--- src/rtl/ysyx_25020037_ifu_pkg.sv ---
// Shared IFU types and constants: bus width, FSM states, AXI response codes.
`ifndef FU_TO_DU_BUS_WD
`define FU_TO_DU_BUS_WD 64
`endif

package ysyx_25020037_ifu_pkg;

  localparam int FU_TO_DU_BUS_WD = `FU_TO_DU_BUS_WD;

  localparam logic [1:0] RESP_OKAY = 2'b00;

  typedef enum logic [1:0] {
    S_IDLE = 2'd0,
    S_AR   = 2'd1,
    S_R    = 2'd2,
    S_OUT  = 2'd3
  } ifu_state_e;

endpackage

--- src/rtl/ysyx_25020037_ifu_if.sv ---
// AXI4-Lite read channel (AR/R only) between the IFU and instruction memory.
interface ysyx_25020037_ifu_if;

  logic [31:0] ifu_araddr;
  logic        ifu_arvalid;
  logic        ifu_arready;
  logic        ifu_rvalid;
  logic        ifu_rready;
  logic [31:0] ifu_rdata;
  logic [1:0]  ifu_rresp;

  modport master (
    output ifu_araddr,
    output ifu_arvalid,
    input  ifu_arready,
    input  ifu_rvalid,
    output ifu_rready,
    input  ifu_rdata,
    input  ifu_rresp
  );

  modport slave (
    input  ifu_araddr,
    input  ifu_arvalid,
    output ifu_arready,
    output ifu_rvalid,
    input  ifu_rready,
    output ifu_rdata,
    output ifu_rresp
  );

endinterface

--- src/rtl/ysyx_25020037_ifu_pc.sv ---
// PC register with deferred-redirect tracking; next-pc priority is
// reset > redirect (direct or pending) > pc+4 on accept > hold.
module ysyx_25020037_ifu_pc #(
  parameter logic [31:0] RESET_PC = 32'h3000_0000
) (
  input  logic        clk,
  input  logic        rst,
  input  logic        load_dnpc,
  input  logic        load_redir,
  input  logic        inc_pc,
  input  logic        defer_redir,
  input  logic        clear_pend,
  input  logic [31:0] exu_dnpc,
  output logic [31:0] pc,
  output logic        redir_pend
);

  logic [31:0] pc_reg, pc_next;
  logic [31:0] redir_pc_reg, redir_pc_next;
  logic        pend_reg, pend_next;

  always_comb begin
    pc_next = pc_reg;
    if (load_dnpc) begin
      pc_next = exu_dnpc;
    end else if (load_redir) begin
      pc_next = redir_pc_reg;
    end else if (inc_pc) begin
      pc_next = pc_reg + 32'd4;
    end
  end

  // A redirect arriving while a pend is outstanding simply overwrites it.
  always_comb begin
    pend_next     = pend_reg;
    redir_pc_next = redir_pc_reg;
    if (defer_redir) begin
      pend_next     = 1'b1;
      redir_pc_next = exu_dnpc;
    end else if (clear_pend) begin
      pend_next = 1'b0;
    end
  end

  always_ff @(posedge clk or posedge rst) begin
    if (rst) begin
      pc_reg       <= RESET_PC;
      redir_pc_reg <= 32'h0;
      pend_reg     <= 1'b0;
    end else begin
      pc_reg       <= pc_next;
      redir_pc_reg <= redir_pc_next;
      pend_reg     <= pend_next;
    end
  end

  assign pc         = pc_reg;
  assign redir_pend = pend_reg;

endmodule

--- src/rtl/ysyx_25020037_ifu.sv ---
// Instruction fetch unit: one AXI-Lite read per instruction, {pc,inst} to IDU.
// Define YSYX_25020037_IFU_MISALIGN_CHK_EN to fault misaligned PCs without a bus read.
module ysyx_25020037_ifu
  import ysyx_25020037_ifu_pkg::*;
#(
  parameter logic [31:0] RESET_PC = 32'h3000_0000
) (
  input  logic                       clk,
  input  logic                       rst,
  input  logic                       idu_ready,
  output logic                       ifu_valid,
  output logic [FU_TO_DU_BUS_WD-1:0] fu_to_du_bus,
  input  logic                       exu_dnpc_valid,
  input  logic [31:0]                exu_dnpc,
  output logic                       ifu_fault,
  ysyx_25020037_ifu_if.master        axi
);

  ifu_state_e  state_reg, state_next;
  logic [31:0] inst_reg, inst_next;
  logic        fault_reg, fault_next;

  logic [31:0] pc;
  logic        redir_pend;
  logic        load_dnpc;
  logic        load_redir;
  logic        inc_pc;
  logic        defer_redir;
  logic        clear_pend;
  logic        misaligned;

`ifdef YSYX_25020037_IFU_MISALIGN_CHK_EN
  assign misaligned = (pc[1:0] != 2'b00);
`else
  assign misaligned = 1'b0;
`endif

  ysyx_25020037_ifu_pc #(
    .RESET_PC (RESET_PC)
  ) u_pc (
    .clk         (clk),
    .rst         (rst),
    .load_dnpc   (load_dnpc),
    .load_redir  (load_redir),
    .inc_pc      (inc_pc),
    .defer_redir (defer_redir),
    .clear_pend  (clear_pend),
    .exu_dnpc    (exu_dnpc),
    .pc          (pc),
    .redir_pend  (redir_pend)
  );

  always_ff @(posedge clk or posedge rst) begin
    if (rst) begin
      state_reg <= S_IDLE;
      inst_reg  <= 32'h0;
      fault_reg <= 1'b0;
    end else begin
      state_reg <= state_next;
      inst_reg  <= inst_next;
      fault_reg <= fault_next;
    end
  end

  always_comb begin
    state_next  = state_reg;
    inst_next   = inst_reg;
    fault_next  = fault_reg;
    load_dnpc   = 1'b0;
    load_redir  = 1'b0;
    inc_pc      = 1'b0;
    defer_redir = 1'b0;
    clear_pend  = 1'b0;
    case (state_reg)
      S_IDLE: begin
        state_next = S_AR;
        load_dnpc  = exu_dnpc_valid;
      end
      S_AR: begin
        if (misaligned) begin
          // No request is on the bus, so a redirect can be taken immediately.
          load_dnpc = exu_dnpc_valid;
          if (!exu_dnpc_valid) begin
            state_next = S_OUT;
            inst_next  = 32'h0;
            fault_next = 1'b1;
          end
        end else begin
          // arvalid/araddr must stay stable, so redirects are only remembered.
          defer_redir = exu_dnpc_valid;
          if (axi.ifu_arready) begin
            state_next = S_R;
          end
        end
      end
      S_R: begin
        if (axi.ifu_rvalid) begin
          clear_pend = 1'b1;
          inst_next  = axi.ifu_rdata;
          fault_next = (axi.ifu_rresp != RESP_OKAY);
          if (exu_dnpc_valid || redir_pend) begin
            state_next = S_AR;
            load_dnpc  = exu_dnpc_valid;
            load_redir = !exu_dnpc_valid;
          end else begin
            state_next = S_OUT;
          end
        end else begin
          defer_redir = exu_dnpc_valid;
        end
      end
      S_OUT: begin
        if (exu_dnpc_valid) begin
          load_dnpc  = 1'b1;
          state_next = S_AR;
        end else if (idu_ready) begin
          inc_pc     = 1'b1;
          state_next = S_AR;
        end
      end
      default: state_next = S_IDLE;
    endcase
  end

  assign axi.ifu_araddr  = pc;
  assign axi.ifu_arvalid = (state_reg == S_AR) && !misaligned;
  assign axi.ifu_rready  = (state_reg == S_R);

  assign ifu_valid    = (state_reg == S_OUT);
  assign fu_to_du_bus = ifu_valid ? {pc, inst_reg} : '0;
  assign ifu_fault    = ifu_valid && fault_reg;

endmodule

--- src/flat_wrapper.sv ---
// flat-port wrapper written by rule: the top's interface ports become plain ports
module ysyx_25020037_ifu_flat import ysyx_25020037_ifu_pkg::*;
#(
  parameter logic [31:0] RESET_PC = 32'h3000_0000
)
  (clk, rst, idu_ready, ifu_valid, fu_to_du_bus, exu_dnpc_valid, exu_dnpc, ifu_fault, axi_ifu_araddr, axi_ifu_arvalid, axi_ifu_arready, axi_ifu_rvalid, axi_ifu_rready, axi_ifu_rdata, axi_ifu_rresp);
  ysyx_25020037_ifu_if axi_i ();
  input  logic clk;
  input  logic rst;
  input  logic idu_ready;
  output logic ifu_valid;
  output logic [FU_TO_DU_BUS_WD-1:0] fu_to_du_bus;
  input  logic exu_dnpc_valid;
  input  logic [31:0] exu_dnpc;
  output logic ifu_fault;
  output wire logic [$bits(axi_i.ifu_araddr)-1:0] axi_ifu_araddr;
  output wire logic [$bits(axi_i.ifu_arvalid)-1:0] axi_ifu_arvalid;
  input wire logic [$bits(axi_i.ifu_arready)-1:0] axi_ifu_arready;
  input wire logic [$bits(axi_i.ifu_rvalid)-1:0] axi_ifu_rvalid;
  output wire logic [$bits(axi_i.ifu_rready)-1:0] axi_ifu_rready;
  input wire logic [$bits(axi_i.ifu_rdata)-1:0] axi_ifu_rdata;
  input wire logic [$bits(axi_i.ifu_rresp)-1:0] axi_ifu_rresp;
  assign axi_ifu_araddr = axi_i.ifu_araddr;
  assign axi_ifu_arvalid = axi_i.ifu_arvalid;
  assign axi_i.ifu_arready = axi_ifu_arready;
  assign axi_i.ifu_rvalid = axi_ifu_rvalid;
  assign axi_ifu_rready = axi_i.ifu_rready;
  assign axi_i.ifu_rdata = axi_ifu_rdata;
  assign axi_i.ifu_rresp = axi_ifu_rresp;
  ysyx_25020037_ifu #(.RESET_PC(RESET_PC)) u_core (.clk(clk), .rst(rst), .idu_ready(idu_ready), .ifu_valid(ifu_valid), .fu_to_du_bus(fu_to_du_bus), .exu_dnpc_valid(exu_dnpc_valid), .exu_dnpc(exu_dnpc), .ifu_fault(ifu_fault), .axi(axi_i));
endmodule
--- config.mk ---
export PLATFORM = sky130hd
export DESIGN_NAME = ysyx_25020037_ifu_flat
export DESIGN_NICKNAME = d
export VERILOG_FILES = /design/src/rtl/ysyx_25020037_ifu_pkg.sv /design/src/rtl/ysyx_25020037_ifu_if.sv /design/src/rtl/ysyx_25020037_ifu_pc.sv /design/src/rtl/ysyx_25020037_ifu.sv /design/src/flat_wrapper.sv
export SDC_FILE = /design/constraint.sdc
export NUM_CORES = 1
export LEC_CHECK = 0
export CAP_MARGIN = 10
export CORE_UTILIZATION = 42
export CTS_CLUSTER_SIZE = 20
export DETAILED_ROUTE_END_ITERATION = 10
export PLACE_DENSITY = 0.77
export SETUP_SLACK_MARGIN = 0.2
export SYNTH_ARGS = -nofsm -noshare
export SYNTH_HDL_FRONTEND = slang
export SYNTH_SLANG_ARGS = --single-unit
--- constraint.sdc ---
create_clock -name clk -period 2.8 [get_ports clk]
set_clock_uncertainty 0.05 [all_clocks]
set_input_delay 0.28 -clock clk [delete_from_list [all_inputs] [get_ports clk]]
set_output_delay 0.28 -clock clk [all_outputs]
set_load 0.03 [all_outputs]
==> results.md <==
* CP max FO at 23
* CP Data Arrival Time at 2170 ps
* Vias in the first global route at 4907
* DR DRC count at 0
* Num CTS Buffers at 9
* Via density at 5.48
* FP Rows at 41
* Fin crit share at 0.892
* Max-capacitance violation count at 0
* Status: complete, no violations
* 1st-iter DRT viols at 302
* Total Neg Setup Slack at 0 ps
* Final slew viol count at 0
* Seq cells post-synth at 100
* Post-synth EDFFs at 0
* Cell Area, Placed at 7400 µm²
* TritonCTS clock tree: built
* Final setup viols at 0
* Hold Buf Count CTS at 0
* Vias at 4802
* Least-Margin Pin Slew at 767 ps
* Switching pwr at 3.29 mW
* Power per cell area at 1040 nW/µm²
* Gr ovfl total at 0
* Die width at 115 µm
* Most frequent cells in the layout: clkdlybuf4s50_1, dfrtp_1, and2_1, mux2_2, nand2_1
* Post-CTS Setup Bufs at 0
* Antenna cells at 0
* Switch share at 0.408
* Final GP Congestion at 0.885
* Max_slew headroom at 0.487
* CP Launch Type: register
* RSZ-0062 raised after global routing: no
* CP Launch Point: u_core.state_reg[0]
* Mapped Area at 5390 µm²
* H-tree depth at 3
* Worst vdd ir at 0.427 mV
* Req. time, crit path at 2470 ps
* Mean Syn Cell Area at 10.2 µm²
* Power Internal at 4.77 mW
* Clock latency on the worst-skew pair at 350 ps
* Die extent in y at 115 µm
* Register area share after synthesis at 0.465
* Initial antenna violation count at 0
* Hold/Removal Path Class: in -> async
* Final Hold Viols at 0
* Synth-to-Final Area Change at 43.6%
* Largest net degree at the start of global routing at 38
* Port buffer count at 171
* Clock power share at 0.162
* Remaining antenna violation count at 0
* Detail-routed net length per standard cell at 17.2 µm
* Synth area leader: dfrtp_1
* Top post-synthesis cells by area: dfrtp_1, mux2_2, and2_1
* Min Clock Period, post-route at 2500 ps
* Ys flop type: dfrtp_1
* Area of the die at 13300 µm²
* Fin nets at 776
* R2R Path Start: u_core.u_pc.pc[2]
* WS Path Type: reg -> out
* FF-to-FF path depth at 6
* Initial Utilization at 0.429
* Post-route cell area at 7730 µm²
* Commonest non-fill, non-tap cell in the layout: clkdlybuf4s50_1
* Seq pwr share at 0.356
* Clock edge transition at the registers on the reported setup and hold paths at 70 ps
* Number of top-level pins at 172
* Fillers at 1048
* Unique masters post-synth at 50
* FMAX at 400 MHz
* Critical Path Sink Type: output pin
* Clock tree sinks at 100
* Mapped Cells at 528
* Combinational power share at 0.482
* Syn Nets at 604
* Core area at 12600 µm²
* Final wirelength at 15100 µm
* Layout cells sized above 1 at 0.163
* All-Layer GR Usage at 0.239
* Pwr Total at 8.06 mW
* Leakage at 3.21 nW
* Top cell type's share of synthesized area at 0.455
* Root Buffer: clkbuf_16
* Ys async rst share at 1.00
* Max clock buf depth at 2
* Synth Warn # at 0
* DP Wirelength at 11200 µm
* Drt first pass iters at 5
* First-pass GRT wire length at 24400 µm
[Yosys cell counts, drive strengths merged, types with 2 or more instances]
master and number:
o21ai 20, a222oi 2, inv 8, nor2 23, nand3 15, nor3 10, a22oi 11, a41oi 2
a22o 4, nand2 48, a21oi 13, o311ai 3, dfrtp 98, ha 4, dfstp 2, o31ai 3
o22ai 3, or4 4, a31oi 6, and3 9, nand2b 2, mux2 66, nor4 2, nand4 14
buf 2, xor2 7, and4 2, clkbuf 32, xnor2 11, and2 67, a211oi 15, nor2b 2
a221o 6
[power groups by stage]
stage / logic (mW) / clock network [mW] / registers [mW]
2_1_floorplan: 2.16 / 0 / 3.04
3_3_place_gp: 3.78 / 0 / 2.82
3_5_place_dp: 3.88 / 0 / 2.87
4_1_cts: 3.91 / 1.35 / 2.86
5_1_grt: 4.18 / 1.40 / 2.97
6_report: 3.88 / 1.31 / 2.87
[per-layer routing]
layer  track usage  share of wire  wire [µm]  vias to the layer above
li1              -              -          -                     2234
met1         0.284           0.40       5980                     2324
met2         0.400           0.49       7420                      226
met3        0.0870          0.098       1480                       18
met4        0.0848          0.015        225                        0
met5             0              0          0                        -
[layout make-up]
cell class	count	area, µm²	share of cell area
clock buffers	12	256	0.0332
clock inverters	4	55.1	0.00712
inverters	8	33.8	0.00437
multi-input cells	386	2740	0.354
flip-flops and latches	100	2500	0.324
well taps	172	215	0.0278
repair buffers	195	1930	0.249
[timing repair]
action                                  CTS  global route
gates cloned                              0             0
endpoints found under the setup margin   48             5
resized for setup                         1             5
[final timing paths]
check	end	slack (ps)
hold / removal	u_core.u_pc.pc[19]	370
min in group clk	u_core.inst_reg[13]	450
setup / recovery	fu_to_du_bus[10]	300
max in group asynchronous	u_core.u_pc.pc[28]	1650
setup reg to reg	u_core.u_pc.pc[26]	410
hold reg to reg	u_core.inst_reg[13]	450
[per-stage QoR]
stage / std cells / util / hold slack, ps / setup slack (ps)
6_report: 877 / 0.615 / 370 / 303
5_1_grt: 877 / 0.615 / 417 / 201
4_1_cts: 877 / 0.614 / 389 / 256
3_5_place_dp: 861 / 0.589 / 427 / 411
3_3_place_gp: 861 / 0.589 / 408 / 495
2_1_floorplan: 528 / - / 372 / 414
[kinds of logic (layout without fill, tap and decap cells)]
group | count (synthesis) | after routing | synth area share
flip-flops | 100 | 100 | 0.465
multiplexers | 67 | 67 | 0.140
buffers and inverters | 42 | 219 | 0.0295
AO/OA/AOI/OAI | 95 | 95 | 0.122
adder cells (fa/ha/maj) | 4 | 4 | 0.00929
AND/OR/NAND/NOR | 202 | 202 | 0.205
XOR/XNOR | 18 | 18 | 0.0293
[worst max-delay path: stages (launching register included)]
cell and delay [ps]:
dfrtp_1 450, ha_4 330, buf_4 220, and2_1 140
clkdlybuf4s50_1 680
Note: power is estimated with default switching activity, not from simulation.
